==> config.mk <==
export PLATFORM = sky130hd
export DESIGN_NAME = synth_mixer_seq_flat
export DESIGN_NICKNAME = d
export VERILOG_FILES = /design/src/rtl/synth_mixer_seq_if.sv /design/src/rtl/synth_mixer_seq.sv /design/src/flat_wrapper.sv
export SDC_FILE = /design/constraint.sdc
export NUM_CORES = 1
export LEC_CHECK = 0
export CORE_MARGIN = 8
export CORE_UTILIZATION = 52
export CTS_BUF_LIST = sky130_fd_sc_hd__clkbuf_16
export DETAILED_ROUTE_END_ITERATION = 12
export MAX_ROUTING_LAYER = met4
export PLACE_DENSITY = 0.87
export SYNTH_ARGS = -nofsm -noshare
export SYNTH_HDL_FRONTEND = slang
export SYNTH_SLANG_ARGS = --single-unit
==> constraint.sdc <==
create_clock -name clk -period 18.65 [get_ports clk]
set_clock_uncertainty 0.2 [all_clocks]
set_input_delay 1.865 -clock clk [delete_from_list [all_inputs] [get_ports clk]]
set_output_delay 1.865 -clock clk [all_outputs]
set_load 0.05 [all_outputs]
==> src/rtl/synth_mixer_seq_if.sv <==
// Sample-set handshake and mixed-output bundle between the voice bank and synth_mixer_seq.
// master drives the channel samples; slave is the mixer.
interface synth_mixer_seq_if #(
  parameter int DATA_BITS    = 12,
  parameter int NUM_CHANNELS = 12,
  parameter int GAIN_BITS    = 8
);
  logic [NUM_CHANNELS*DATA_BITS-1:0] din;
  logic [NUM_CHANNELS*GAIN_BITS-1:0] gain;
  logic [NUM_CHANNELS-1:0]           ch_en;
  logic                              in_valid;
  logic                              busy;
  logic [DATA_BITS-1:0]              dout;
  logic                              dout_valid;
  logic                              clip;
  logic                              overrun;

  modport master (
    output din, gain, ch_en, in_valid,
    input  busy, dout, dout_valid, clip, overrun
  );

  modport slave (
    input  din, gain, ch_en, in_valid,
    output busy, dout, dout_valid, clip, overrun
  );
endinterface

==> src/rtl/synth_mixer_seq.sv <==
// Time-multiplexed N-channel mixer: snapshot, accumulate one channel per clock, normalise, saturate.
// Define SYNTH_MIXER_GAIN_EN to build the per-channel gain multiply; otherwise every term is unity gain.
//
// state | meaning
// IDLE  | waiting for in_valid; latches din/gain/ch_en on the strobe
// ACCUM | adds one latched channel term per cycle, idx 0..NUM_CHANNELS-1
// NORM  | divides by 2**ceil(log2(n_enabled)), saturates, registers dout
module synth_mixer_seq #(
  parameter int DATA_BITS    = 12,
  parameter int NUM_CHANNELS = 12,
  parameter int GAIN_BITS    = 8
) (
  input logic              clk,
  input logic              rst,
  synth_mixer_seq_if.slave bus
);
  localparam int IDX_W     = (NUM_CHANNELS > 1) ? $clog2(NUM_CHANNELS) : 1;
  localparam int CNT_W     = $clog2(NUM_CHANNELS + 1);
  localparam int TERM_BITS = DATA_BITS + 1;
  localparam int ACC_BITS  = DATA_BITS + 1 + $clog2(NUM_CHANNELS) + 1;
  localparam logic [IDX_W-1:0]           LAST_IDX = IDX_W'(NUM_CHANNELS - 1);
  localparam logic signed [ACC_BITS-1:0] SAT_MAX  = ACC_BITS'((1 << (DATA_BITS - 1)) - 1);
  localparam logic signed [ACC_BITS-1:0] SAT_MIN  = ~SAT_MAX;

  typedef enum logic [1:0] {IDLE, ACCUM, NORM} state_t;
  state_t state, state_n;

  logic [NUM_CHANNELS*DATA_BITS-1:0] din_q;
  logic [NUM_CHANNELS-1:0]           en_q;
  logic [IDX_W-1:0]                  idx;
  logic signed [ACC_BITS-1:0]        acc;
  logic signed [DATA_BITS-1:0]       dout_q;
  logic                              dout_valid_q;
  logic                              clip_q;
  logic                              overrun_q;

  logic load, step, finish;

  always_ff @(posedge clk) begin
    if (rst) state <= IDLE;
    else     state <= state_n;
  end

  always_comb begin
    state_n = state;
    load    = 1'b0;
    step    = 1'b0;
    finish  = 1'b0;
    unique case (state)
      IDLE: begin
        if (bus.in_valid) begin
          load    = 1'b1;
          state_n = ACCUM;
        end
      end
      ACCUM: begin
        step = 1'b1;
        if (idx == LAST_IDX) state_n = NORM;
      end
      NORM: begin
        finish  = 1'b1;
        state_n = IDLE;
      end
      default: state_n = IDLE;
    endcase
  end

  logic signed [DATA_BITS-1:0] cur_din;
  logic signed [TERM_BITS-1:0] term;
  logic signed [ACC_BITS-1:0]  term_ext;

  assign cur_din = din_q[int'(idx)*DATA_BITS +: DATA_BITS];

`ifdef SYNTH_MIXER_GAIN_EN
  logic [NUM_CHANNELS*GAIN_BITS-1:0]   gain_q;
  logic signed [GAIN_BITS:0]           cur_gain;
  logic signed [DATA_BITS+GAIN_BITS:0] prod;
  logic signed [DATA_BITS+GAIN_BITS:0] prod_sh;
  logic                                unused_prod_hi;

  always_ff @(posedge clk) begin
    if (rst)       gain_q <= '0;
    else if (load) gain_q <= bus.gain;
  end

  // Zero-extended gain keeps 255 positive; >>> floors toward -inf.
  assign cur_gain       = {1'b0, gain_q[int'(idx)*GAIN_BITS +: GAIN_BITS]};
  assign prod           = cur_din * cur_gain;
  assign prod_sh        = prod >>> (GAIN_BITS - 1);
  assign term           = prod_sh[TERM_BITS-1:0];
  assign unused_prod_hi = ^prod_sh[DATA_BITS+GAIN_BITS:TERM_BITS];
`else
  logic unused_gain;
  assign unused_gain = ^bus.gain;
  assign term        = {cur_din[DATA_BITS-1], cur_din};
`endif

  assign term_ext = en_q[idx] ? {{(ACC_BITS-TERM_BITS){term[TERM_BITS-1]}}, term} : '0;

  logic [CNT_W-1:0]            n_en;
  logic [CNT_W-1:0]            sh;
  logic signed [ACC_BITS-1:0]  acc_sh;
  logic signed [DATA_BITS-1:0] res;
  logic                        sat;

  // sh = ceil(log2(n_en)): count of powers of two strictly below n_en.
  always_comb begin
    n_en = '0;
    for (int i = 0; i < NUM_CHANNELS; i++) n_en = n_en + CNT_W'(en_q[i]);
    sh = '0;
    for (int k = 0; k < CNT_W; k++) begin
      if (int'(n_en) > (1 << k)) sh = sh + CNT_W'(1);
    end
    acc_sh = acc >>> sh;
    res    = '0;
    sat    = 1'b0;
    if (n_en == '0) begin
      res = '0;
    end else if (acc_sh > SAT_MAX) begin
      res = SAT_MAX[DATA_BITS-1:0];
      sat = 1'b1;
    end else if (acc_sh < SAT_MIN) begin
      res = SAT_MIN[DATA_BITS-1:0];
      sat = 1'b1;
    end else begin
      res = acc_sh[DATA_BITS-1:0];
    end
  end

  always_ff @(posedge clk) begin
    if (rst) begin
      din_q        <= '0;
      en_q         <= '0;
      idx          <= '0;
      acc          <= '0;
      dout_q       <= '0;
      dout_valid_q <= 1'b0;
      clip_q       <= 1'b0;
      overrun_q    <= 1'b0;
    end else begin
      dout_valid_q <= finish;
      clip_q       <= finish & sat;
      overrun_q    <= bus.in_valid && (state != IDLE);
      if (load) begin
        din_q <= bus.din;
        en_q  <= bus.ch_en;
        acc   <= '0;
        idx   <= '0;
      end else if (step) begin
        acc <= acc + term_ext;
        idx <= idx + IDX_W'(1);
      end
      if (finish) dout_q <= res;
    end
  end

  assign bus.busy       = (state != IDLE);
  assign bus.dout       = dout_q;
  assign bus.dout_valid = dout_valid_q;
  assign bus.clip       = clip_q;
  assign bus.overrun    = overrun_q;
endmodule

==> src/flat_wrapper.sv <==
// flat-port wrapper written by rule: the top's interface ports become plain ports
module synth_mixer_seq_flat 
#(
  parameter int DATA_BITS    = 12,
  parameter int NUM_CHANNELS = 12,
  parameter int GAIN_BITS    = 8
)
  (clk, rst, bus_din, bus_gain, bus_ch_en, bus_in_valid, bus_busy, bus_dout, bus_dout_valid, bus_clip, bus_overrun);
  synth_mixer_seq_if #(.DATA_BITS(DATA_BITS), .NUM_CHANNELS(NUM_CHANNELS), .GAIN_BITS(GAIN_BITS)) bus_i ();
  input logic clk;
  input logic rst;
  input wire logic [$bits(bus_i.din)-1:0] bus_din;
  input wire logic [$bits(bus_i.gain)-1:0] bus_gain;
  input wire logic [$bits(bus_i.ch_en)-1:0] bus_ch_en;
  input wire logic [$bits(bus_i.in_valid)-1:0] bus_in_valid;
  output wire logic [$bits(bus_i.busy)-1:0] bus_busy;
  output wire logic [$bits(bus_i.dout)-1:0] bus_dout;
  output wire logic [$bits(bus_i.dout_valid)-1:0] bus_dout_valid;
  output wire logic [$bits(bus_i.clip)-1:0] bus_clip;
  output wire logic [$bits(bus_i.overrun)-1:0] bus_overrun;
  assign bus_i.din = bus_din;
  assign bus_i.gain = bus_gain;
  assign bus_i.ch_en = bus_ch_en;
  assign bus_i.in_valid = bus_in_valid;
  assign bus_busy = bus_i.busy;
  assign bus_dout = bus_i.dout;
  assign bus_dout_valid = bus_i.dout_valid;
  assign bus_clip = bus_i.clip;
  assign bus_overrun = bus_i.overrun;
  synth_mixer_seq #(.DATA_BITS(DATA_BITS), .NUM_CHANNELS(NUM_CHANNELS), .GAIN_BITS(GAIN_BITS)) u_core (.clk(clk), .rst(rst), .bus(bus_i));
endmodule
### After elaboration in Yosys (flattened, before gate mapping)

Cells that the tools add are included.

* output and inout port bits: 16
* flip-flop bits (word level): 195
* word-level logic and storage cells: 67
* input port bits: 255

* $mul: 1
* bitwise operators: 1
* equal/unequal tests: 5
* add/subtract/negate cells: 16
* $lt $le $gt $ge: 7
* reductions and logical operators: 6
* shift operators: 2
* mux-type cells: 20

Operators by type and width (count)
* $shiftx A144 B32 Y12: 1
* $add A4 B1 Y4: 10
* $mux W12: 3
* $add A18 B18 Y18: 1
* $gt A18 B12 Y1 const B: 1
* $lt A18 B12 Y1 const B: 1
* $mux W18: 1
* $sshr A18 B4 Y18: 1
* $add A4 B1 Y4 const B: 3
* $mux W4: 3
* $mux W1: 9
* $mul A4 B2 Y6 const B: 1
* $lt A4 B5 Y1 const B: 1
* $bmux W1 S4: 1
* $eq A4 B4 Y1 const B: 1
* $gt A4 B1 Y1 const B: 1
* $gt A4 B2 Y1 const B: 1
* $gt A4 B3 Y1 const B: 1
* $gt A4 B4 Y1 const B: 1
* $logic_not A4 Y1: 1
* $mux W2: 2
* $pmux W2 S2: 1
* $add A1 B1 Y2: 1
* $add A1 B1 Y2 const B: 1
* 10 further kinds: 10

### Depth between registers and ports, before layout

Gate-level depths: netlist of the first run.

* depth after elaboration: 25
* mapped depth: 27

### Least setup slack after synthesis of the first run

Ideal clock, no wire load.

* kind: register -> register
* from: register u_core.en_q[0]
* to: register u_core.dout_q[10] (netlist: u_core.bus.dout[10])
* path slack: 12.567 ns
* stages on the path, launching flop included: 25
* data arrival time: 5.759 ns
* path buffers: 2
* library setup time: 0.124 ns
* cell sequence: dfxtp_1 > ha_1 > inv_1 > fa_1 > fa_1 > fa_1 > inv_1 > fa_1 > inv_1 > fa_1 > nand2b_1 > and3_1 > inv_1 > ha_1 > buf_1 > xnor2_1 > ha_1 > nor3_1 > a221oi_4 > nor3_1 > a311oi_1 > a221o_1 > o21ai_2 > buf_6 > o211ai_2

* word-level cells in the longest chain between the ends: 24

RTL lines
* start, declared: line synth_mixer_seq.sv:29 `logic [NUM_CHANNELS-1:0] en_q;`
* start signal, assigned: line synth_mixer_seq.sv:146 `en_q <= bus.ch_en;`
* $add A1 B1 Y2 *: line synth_mixer_seq.sv:109 `for (int i = 0; i < NUM_CHANNELS; i++) n_en = n_en + CNT_W'(en_q[i]);`
* $add A4 B1 Y4 * (10 in series): line synth_mixer_seq.sv:109
* $gt A4 B1 Y1: line synth_mixer_seq.sv:112 `if (int'(n_en) > (1 << k)) sh = sh + CNT_W'(1);`
* $mux W1: line synth_mixer_seq.sv:112
* $add A1 B1 Y2: line synth_mixer_seq.sv:112
* $mux W4: line synth_mixer_seq.sv:112
* $add A4 B1 Y4: line synth_mixer_seq.sv:112
* $mux W4: line synth_mixer_seq.sv:112
* $add A4 B1 Y4: line synth_mixer_seq.sv:112
* $mux W4: line synth_mixer_seq.sv:112
* $sshr A18 B4 Y18: line synth_mixer_seq.sv:114 `acc_sh = acc >>> sh;`
* $lt A18 B12 Y1: line synth_mixer_seq.sv:122 `end else if (acc_sh < SAT_MIN) begin`
* $mux W12: line synth_mixer_seq.sv:122
* $mux W12: line synth_mixer_seq.sv:119 `end else if (acc_sh > SAT_MAX) begin`
* $mux W12 *: line synth_mixer_seq.sv:117 `if (n_en == '0) begin`
* end signal, assigned: line synth_mixer_seq.sv:153 `if (finish) dout_q <= res;`
* end, declared: line synth_mixer_seq.sv:32 `logic signed [DATA_BITS-1:0] dout_q;`

Mark *: on every way between the ends. The rest lies on a longest branch, timed or not.
A chain may end at the register's enable or synchronous reset.

### Final worst setup path of the first run

* from: register u_core.en_q[0]
* to: register u_core.dout_q[6] (netlist: u_core.bus.dout[6])

The elaborated chain is that of the path after synthesis.

==> results.py, run 1 <==
metrics = {
    "drt": {
        "vias_per_cell": 5.86,
        "drt_iter0_drc": 482,
        "ant_nets": 0,
        "first_pass_iters": 4,
        "routed_wl_mm": 23.4,
        "wl_per_cell_microns": 19.0,
        "drc": 0,
        "num_vias": 7223,
    },
    "grt": {
        "grt_overflow": 0,
        "grt_pass1_wl_mm": 37.2,
        "antenna_found_initial": 1,
        "track_usage": 0.215,
        "grt_max_degree": 113,
        "grt_pass1_vias": 7373,
    },
    "timing": {
        "slew_viol_final": 0,
        "timing.setup.tns_ps": 0,
        "max_slew_margin": 0.257,
        "hold_viol_final": 0,
        "period_needed_ps": 6810,
        "setup_viol": 0,
        "worst_pin_slew_ps": 1120,
        "rsz0062_at_grt": "false",
        "period_share": 0.365,
        "clock.fmax_ghz": 0.147,
    },
    "hold_path": {
        "hold_path_class": "flop to flop",
        "whs_path_depth": 2,
    },
    "cts": {
        "cts_tree": "yes",
        "ctsResizeCount": 0,
        "htreeDepth": 4,
        "cts_buffers": 17,
        "cts_setup_buffers": 0,
        "clk_latency_ps": 430,
        "cts_root_buf": "clkbuf_16",
        "ctsHoldBuffers": 0,
        "cts_sinks": 195,
        "path_clk_slew_ps": 80,
        "cts_buffer_depth": 2,
    },
    "setup_path": {
        "r2r_slack_ps": 11840,
        "crit_required_ps": 18720,
        "cp-start-kind": "flop",
        "path_buf_inv": 4,
        "cp_common_cell": "fa_1",
        "critical-path-top-delay-family": "adder cells",
        "worstSetupPathType": "flop to flop",
        "max_stage_delay_ps": 540,
        "crit_chain": "ha_1 > inv_1 > fa_1 > fa_1 > fa_1 > inv_1 > fa_1 > inv_1 > fa_1 > nand2b_1 > and3_1 > inv_1 > ha_1 > xnor2_1 > ha_1 > nor3_1 > a221oi_4 > nor3_1 > a311oi_1 > a221o_1 > o21ai_2 > o211ai_2",
        "cpMaxStageDelayCell": "o21ai_2",
        "reg2reg_depth": 22,
        "arrival_ps": 6880,
        "path_depth": 22,
        "end_kind": "flop",
        "worstPathMaxFanout": 16,
    },
    "pwr": {
        "power_density_nw_per_um2": 96.2,
        "leakage_nw": 4.61,
        "power_mw": 1.13,
        "ir_worst_vdd_v": 0.000103,
    },
    "synth": {
        "synth_seq_cells": 195,
        "ys.flop_type": "dfxtp_1",
        "yosysSeqAreaShare": 0.419,
        "ys_top_cells_by_area": "dfxtp_1 (42%), a22o_1 (14%), mux4_2 (11%), mux2i_1 (4.4%), ha_1 (3.6%)",
        "synth_most_common_cell": "dfxtp_1",
        "synth_cell_types": 58,
        "yosys-top-cells-count": "dfxtp_1 (195), a22o_1 (151), nand2_1 (54), clkbuf_1 (53), mux4_2 (44)",
        "synth_edf_count": 0,
        "synth_top_area_cell": "dfxtp_1",
        "syn_nets": 1149,
        "synth_top_area_frac": 0.419,
        "synth-async-reset-ratio": 0,
        "syn_area_per_cell_sq_um": 10.8,
        "mappedNetlistArea_sq_um": 9310,
        "synth_cells": 859,
        "ys_warn_count": 0,
    },
    "final_layout": {
        "drive_gt1_frac": 0.104,
        "nFillCells": 1339,
        "nets": 1281,
        "regArea_sq_um": 3910,
        "multi_input_area_sq_um": 4980,
        "fin_util": 0.658,
        "final_cell_area_sq_um": 11700,
        "synthToLayoutAreaGrowth_pct": 25.7,
    },
    "placement": {
        "routabilityCongestion": 0.879,
        "placed_area_sq_um": 11100,
        "io_buffers": 174,
        "post-dp-hpwl_mm": 17.1,
    },
    "floorplan": {
        "io_pins": 271,
        "dieHeight_microns": 150,
        "die_area_sq_um": 22400,
        "fp-row-count": 49,
        "initial_utilization": 0.524,
        "core_area_sq_um": 17800,
        "die_w_microns": 150,
    },
    "job": {
        "maxCapViolations": 0,
    },
    "outcome": {
        "status": "completed",
    },
}
-- kinds of logic (layout without fill, tap and decap cells) --
logic type / after synthesis / after routing / share of synthesized area
buffers and inverters: 111 / 254 / 0.0482
DFF: 195 / 195 / 0.419
adders and majority gates: 35 / 35 / 0.0535
other: 0 / 1 / 0
muxes: 87 / 87 / 0.153
xor gates and xnor gates: 18 / 18 / 0.0198
AOI/OAI and AO/OA: 273 / 273 / 0.234
and+or+nand+nor: 140 / 140 / 0.0720
-- power breakdown --
group	switching (mW)	internal, mW
combinational	0.157	0.154
clock	0.171	0.189
sequential	0.0152	0.441
-- per-stage QoR --
step	hold slack, ps	setup WS, ps	cells
final	275	11840	1232
after global routing	292	11440	1232
after global placement	241	11920	1201
after floorplan	244	12570	859
after CTS	279	11820	1231
after detailed placement	261	11820	1201
-- cell usage in the layout (no fill, tap or decap), types with 3 or more instances in the layout --
| cell | netlist | final |
|---|---|---|
| a21o_1 | 9 | 9 |
| a21oi_1 | 37 | 36 |
| a22o_1 | 151 | 151 |
| inv_6 | 0 | 4 |
| and3_1 | 3 | 3 |
| nand4_1 | 3 | 3 |
| o211ai_2 | 10 | 10 |
| nand3_1 | 7 | 7 |
| and2_1 | 11 | 11 |
| xor2_1 | 5 | 5 |
| nand2_1 | 54 | 54 |
| o21bai_1 | 3 | 3 |
| dfxtp_1 | 195 | 193 |
| mux4_2 | 44 | 44 |
| fa_1 | 8 | 8 |
| o21a_1 | 3 | 3 |
| xnor2_1 | 11 | 11 |
| clkbuf_16 | 0 | 17 |
| ha_1 | 27 | 27 |
| mux2i_1 | 41 | 41 |
| nor2b_1 | 5 | 5 |
| o22ai_1 | 14 | 14 |
| a211oi_1 | 5 | 5 |
| o21ai_0 | 19 | 19 |
| or3_1 | 3 | 3 |
| nor2_1 | 25 | 24 |
| nor3_1 | 9 | 9 |
| inv_1 | 42 | 42 |
| clkdlybuf4s50_1 | 0 | 174 |
| buf_4 | 0 | 8 |
| nand2b_1 | 10 | 10 |
-- sequential cells by signal, summed over array words and instances, names as in the netlist --
signal and flops:
u_core.acc 18, u_core.bus.clip 1, u_core.bus.dout 12, u_core.bus.dout_valid 1
u_core.bus.overrun 1, u_core.din_q 144, u_core.en_q 12, u_core.idx 4
u_core.state 2
-- layer usage --
metal	share of wire	track usage	vias to the layer above
met1	0.43	0.252	3497
met3	0.049	0.0481	34
li1	-	-	3492
met4	0.022	0.0730	0
met2	0.50	0.358	200
met5	0	-	-
-- path summary, 6_finish.rpt --
check,start,end
worst max-delay path,u_core.en_q[0],u_core.bus.dout[6]
worst min-delay path,u_core.bus.dout[11],u_core.bus.dout[11]
worst max register to register,u_core.en_q[0],u_core.bus.dout[6]
worst min register to register,u_core.bus.dout[11],u_core.bus.dout[11]
-- worst reg2reg max path, cell delays in order, from the launching register on --
cell and delay [ps]:
dfxtp_1 330, ha_1 290, inv_1 70, fa_1 430
fa_1 480, fa_1 490, inv_1 50, fa_1 400
inv_1 90, fa_1 460, nand2b_1 160, and3_1 200
inv_1 90, ha_1 370, xnor2_1 210, ha_1 320
nor3_1 370, a221oi_4 170, nor3_1 360, a311oi_1 90
a221o_1 330, o21ai_2 540, o211ai_2 170
-- area by class of cell --
type	count	share of cell area
Clock buffer	17	0.0363
Clock inverter	13	0.0127
Inverter	42	0.0135
Tap cell	229	0.0245
Antenna cell	1	0.000214
Sequential cell	195	0.334
Multi-Input combinational cell	553	0.425
Timing Repair Buffer	182	0.154
Power figures use the tool's default switching activity.
==> run 2: changes to the inputs <==
- CORE_UTILIZATION: 52 -> 43
- PLACE_DENSITY: 0.87 -> 0.76
- clock period: 18.65 -> 6.1 ns (I/O delays scaled with it)
==> run 2 against run 1 <==
  * Sequential share of layout area is 0.70 points lower
  * Final cell count increased by 5.2%
  * Maximum frequency is 16% higher
  * Design area up 2.2%
  * Power rose to 3.2 times the previous value
  * Register-to-register slack worse by 12000 ps
  * Die area grew 19%
  * Largest cell class unchanged
==> results.py, run 2 (synthesis gave the netlist of run 1 again) <==
metrics = {
    "outcome": {
        "status": "completed",
    },
    "placement": {
        "pre_cts_slack_ps": -108,
        "post-dp-hpwl_mm": 17.0,
        "routabilityCongestion": 0.876,
        "io_buffers": 174,
    },
    "setup_path": {
        "arrival_ps": 5990,
        "crit_required_ps": 6200,
        "worstPathMaxFanout": 11,
        "cp-start-kind": "flop",
        "max_stage_delay_ps": 480,
        "end_kind": "flop",
        "worstSetupPathType": "flop to flop",
        "cpMaxStageDelayCell": "fa_1",
        "crit_chain": "ha_1 > inv_1 > fa_1 > fa_1 > fa_1 > inv_1 > fa_2 > inv_1 > fa_2 > nand2b_1 > and3_4 > inv_1 > ha_1 > xnor2_2 > ha_1 > nor3_4 > a221oi_4 > buf_6 > mux2i_1 > a221o_1 > o21ai_2 > buf_12 > o211ai_2",
        "r2r_slack_ps": 210,
        "cp_common_cell": "inv_1",
    },
    "final_layout": {
        "drive_gt1_frac": 0.128,
        "nFillCells": 1842,
        "synthToLayoutAreaGrowth_pct": 28.5,
        "mostFrequentLayoutCells": "dfxtp_1 (192), clkdlybuf4s50_1 (174), a22o_1 (151)",
        "nets": 1292,
        "reg_top3": "u_core.din_q x144, u_core.acc x18",
        "regMostFlops": "u_core.din_q",
        "largest_reg_flops": 144,
        "final_common_cell": "dfxtp_1",
    },
    "timing": {
        "slew_viol_final": 0,
        "setup_viol": 0,
        "max_slew_margin": 0.350,
        "hold_viol_final": 0,
        "period_share": 0.965,
        "finalWorstSetupSlack_ps": 213,
        "clock.fmax_ghz": 0.170,
        "worst_pin_slew_ps": 975,
        "whs_ps": 254,
        "period_needed_ps": 5890,
    },
    "floorplan": {
        "die_area_sq_um": 26600,
        "initial_utilization": 0.432,
        "io_pins": 271,
        "dieHeight_microns": 163,
        "core_area_sq_um": 21600,
        "die_w_microns": 163,
        "fp-row-count": 54,
    },
    "pwr": {
        "ir_worst_vdd_v": 0.000182,
        "power_density_nw_per_um2": 298,
        "leakage_nw": 4.70,
    },
    "drt": {
        "first_pass_iters": 5,
        "routed_wl_mm": 23.3,
        "ant_nets": 0,
        "vias_per_cell": 5.55,
        "num_vias": 7195,
        "wl_per_cell_microns": 18.0,
        "drt_iter0_drc": 472,
        "drc": 0,
    },
    "grt": {
        "antenna_found_initial": 1,
        "grt_max_degree": 157,
        "grt_pass1_wl_mm": 37.2,
        "grt_pass1_vias": 7299,
        "grt_overflow": 0,
        "track_usage": 0.179,
    },
    "job": {
        "maxCapViolations": 0,
    },
    "cts": {
        "cts_buffer_depth": 2,
        "cts_tree": "yes",
        "clk_latency_ps": 420,
        "htreeDepth": 4,
        "cts_sinks": 195,
        "ctsHoldBuffers": 0,
        "cts_root_buf": "clkbuf_16",
        "cts_buffers": 17,
        "path_clk_slew_ps": 70,
    },
    "hold_path": {
        "hold_path_class": "flop to flop",
    },
}
[run 2: layout make-up]
cell class                      count  area (sq um)  share of cell area
Multi-Input combinational cell    554          5050               0.422
Sequential cell                   195          3910               0.327
Timing Repair Buffer              192          1920               0.160
Clock buffer                       17           425              0.0356
Tap cell                          280           350              0.0293
Inverter                           42           158              0.0132
Clock inverter                     15           155              0.0130
Antenna cell                        1          2.50            0.000209
[run 2: per-layer routing]
layer | global-route usage | up-vias | part of all wire
met5 | - | - | 0
met4 | 0.0521 | 0 | 0.015
met3 | 0.0459 | 20 | 0.057
met2 | 0.288 | 192 | 0.48
met1 | 0.218 | 3454 | 0.45
li1 | - | 3529 | -
[run 2: power breakdown]
part / leakage, nW / internal [mW] / switching (mW)
logic: 2.82 / 0.561 / 0.524
clock network: 0.282 / 0.551 / 0.539
registers: 1.60 / 1.35 / 0.0457
total: 4.70 / 2.46 / 1.11
[run 2: metrics by stage]
step / power (mW) / TNS [ps] / utilization / area (sq um) / instances
finish: 3.57 / 0 / 0.555 / 12000 / 1296
global route: 3.75 / -34.9 / 0.555 / 12000 / 1296
CTS: 3.50 / 0 / 0.551 / 11900 / 1292
detailed placement: 2.40 / -930 / 0.524 / 11300 / 1260
global placement: 2.38 / -10.8 / 0.524 / 11300 / 1260
floorplan: 2.13 / 0 / - / 9310 / 859
[run 2: worst paths after layout]
check,from,depth (start not counted),end
setup / recovery,u_core.en_q[0],23,u_core.bus.dout[4]
setup reg to reg,u_core.en_q[0],23,u_core.bus.dout[4]
hold / removal,u_core.bus.dout[11],2,u_core.bus.dout[11]
hold reg to reg,u_core.bus.dout[11],2,u_core.bus.dout[11]
[run 2: worst max-delay path, delay by kind of cell, from the launching register on]
kind	cells	cell delay (ps)
AND/OR/NAND/NOR	3	390
flip-flops	1	330
XOR/XNOR	1	140
adder cells (fa/ha/maj)	8	3080
AO/OA/AOI/OAI	4	840
multiplexers	1	110
buffers and inverters	6	650
[run 2: what timing repair did]
| action | 4_1_cts | 5_1_grt |
|---|---|---|
| resized for setup | 2 | 14 |
| pin swaps | 0 | 9 |
| setup buffers | 0 | 2 |
| endpoints found under the setup margin | 11 | 12 |
| endpoints found under the hold margin | 0 | 0 |
| cloned | 0 | 1 |
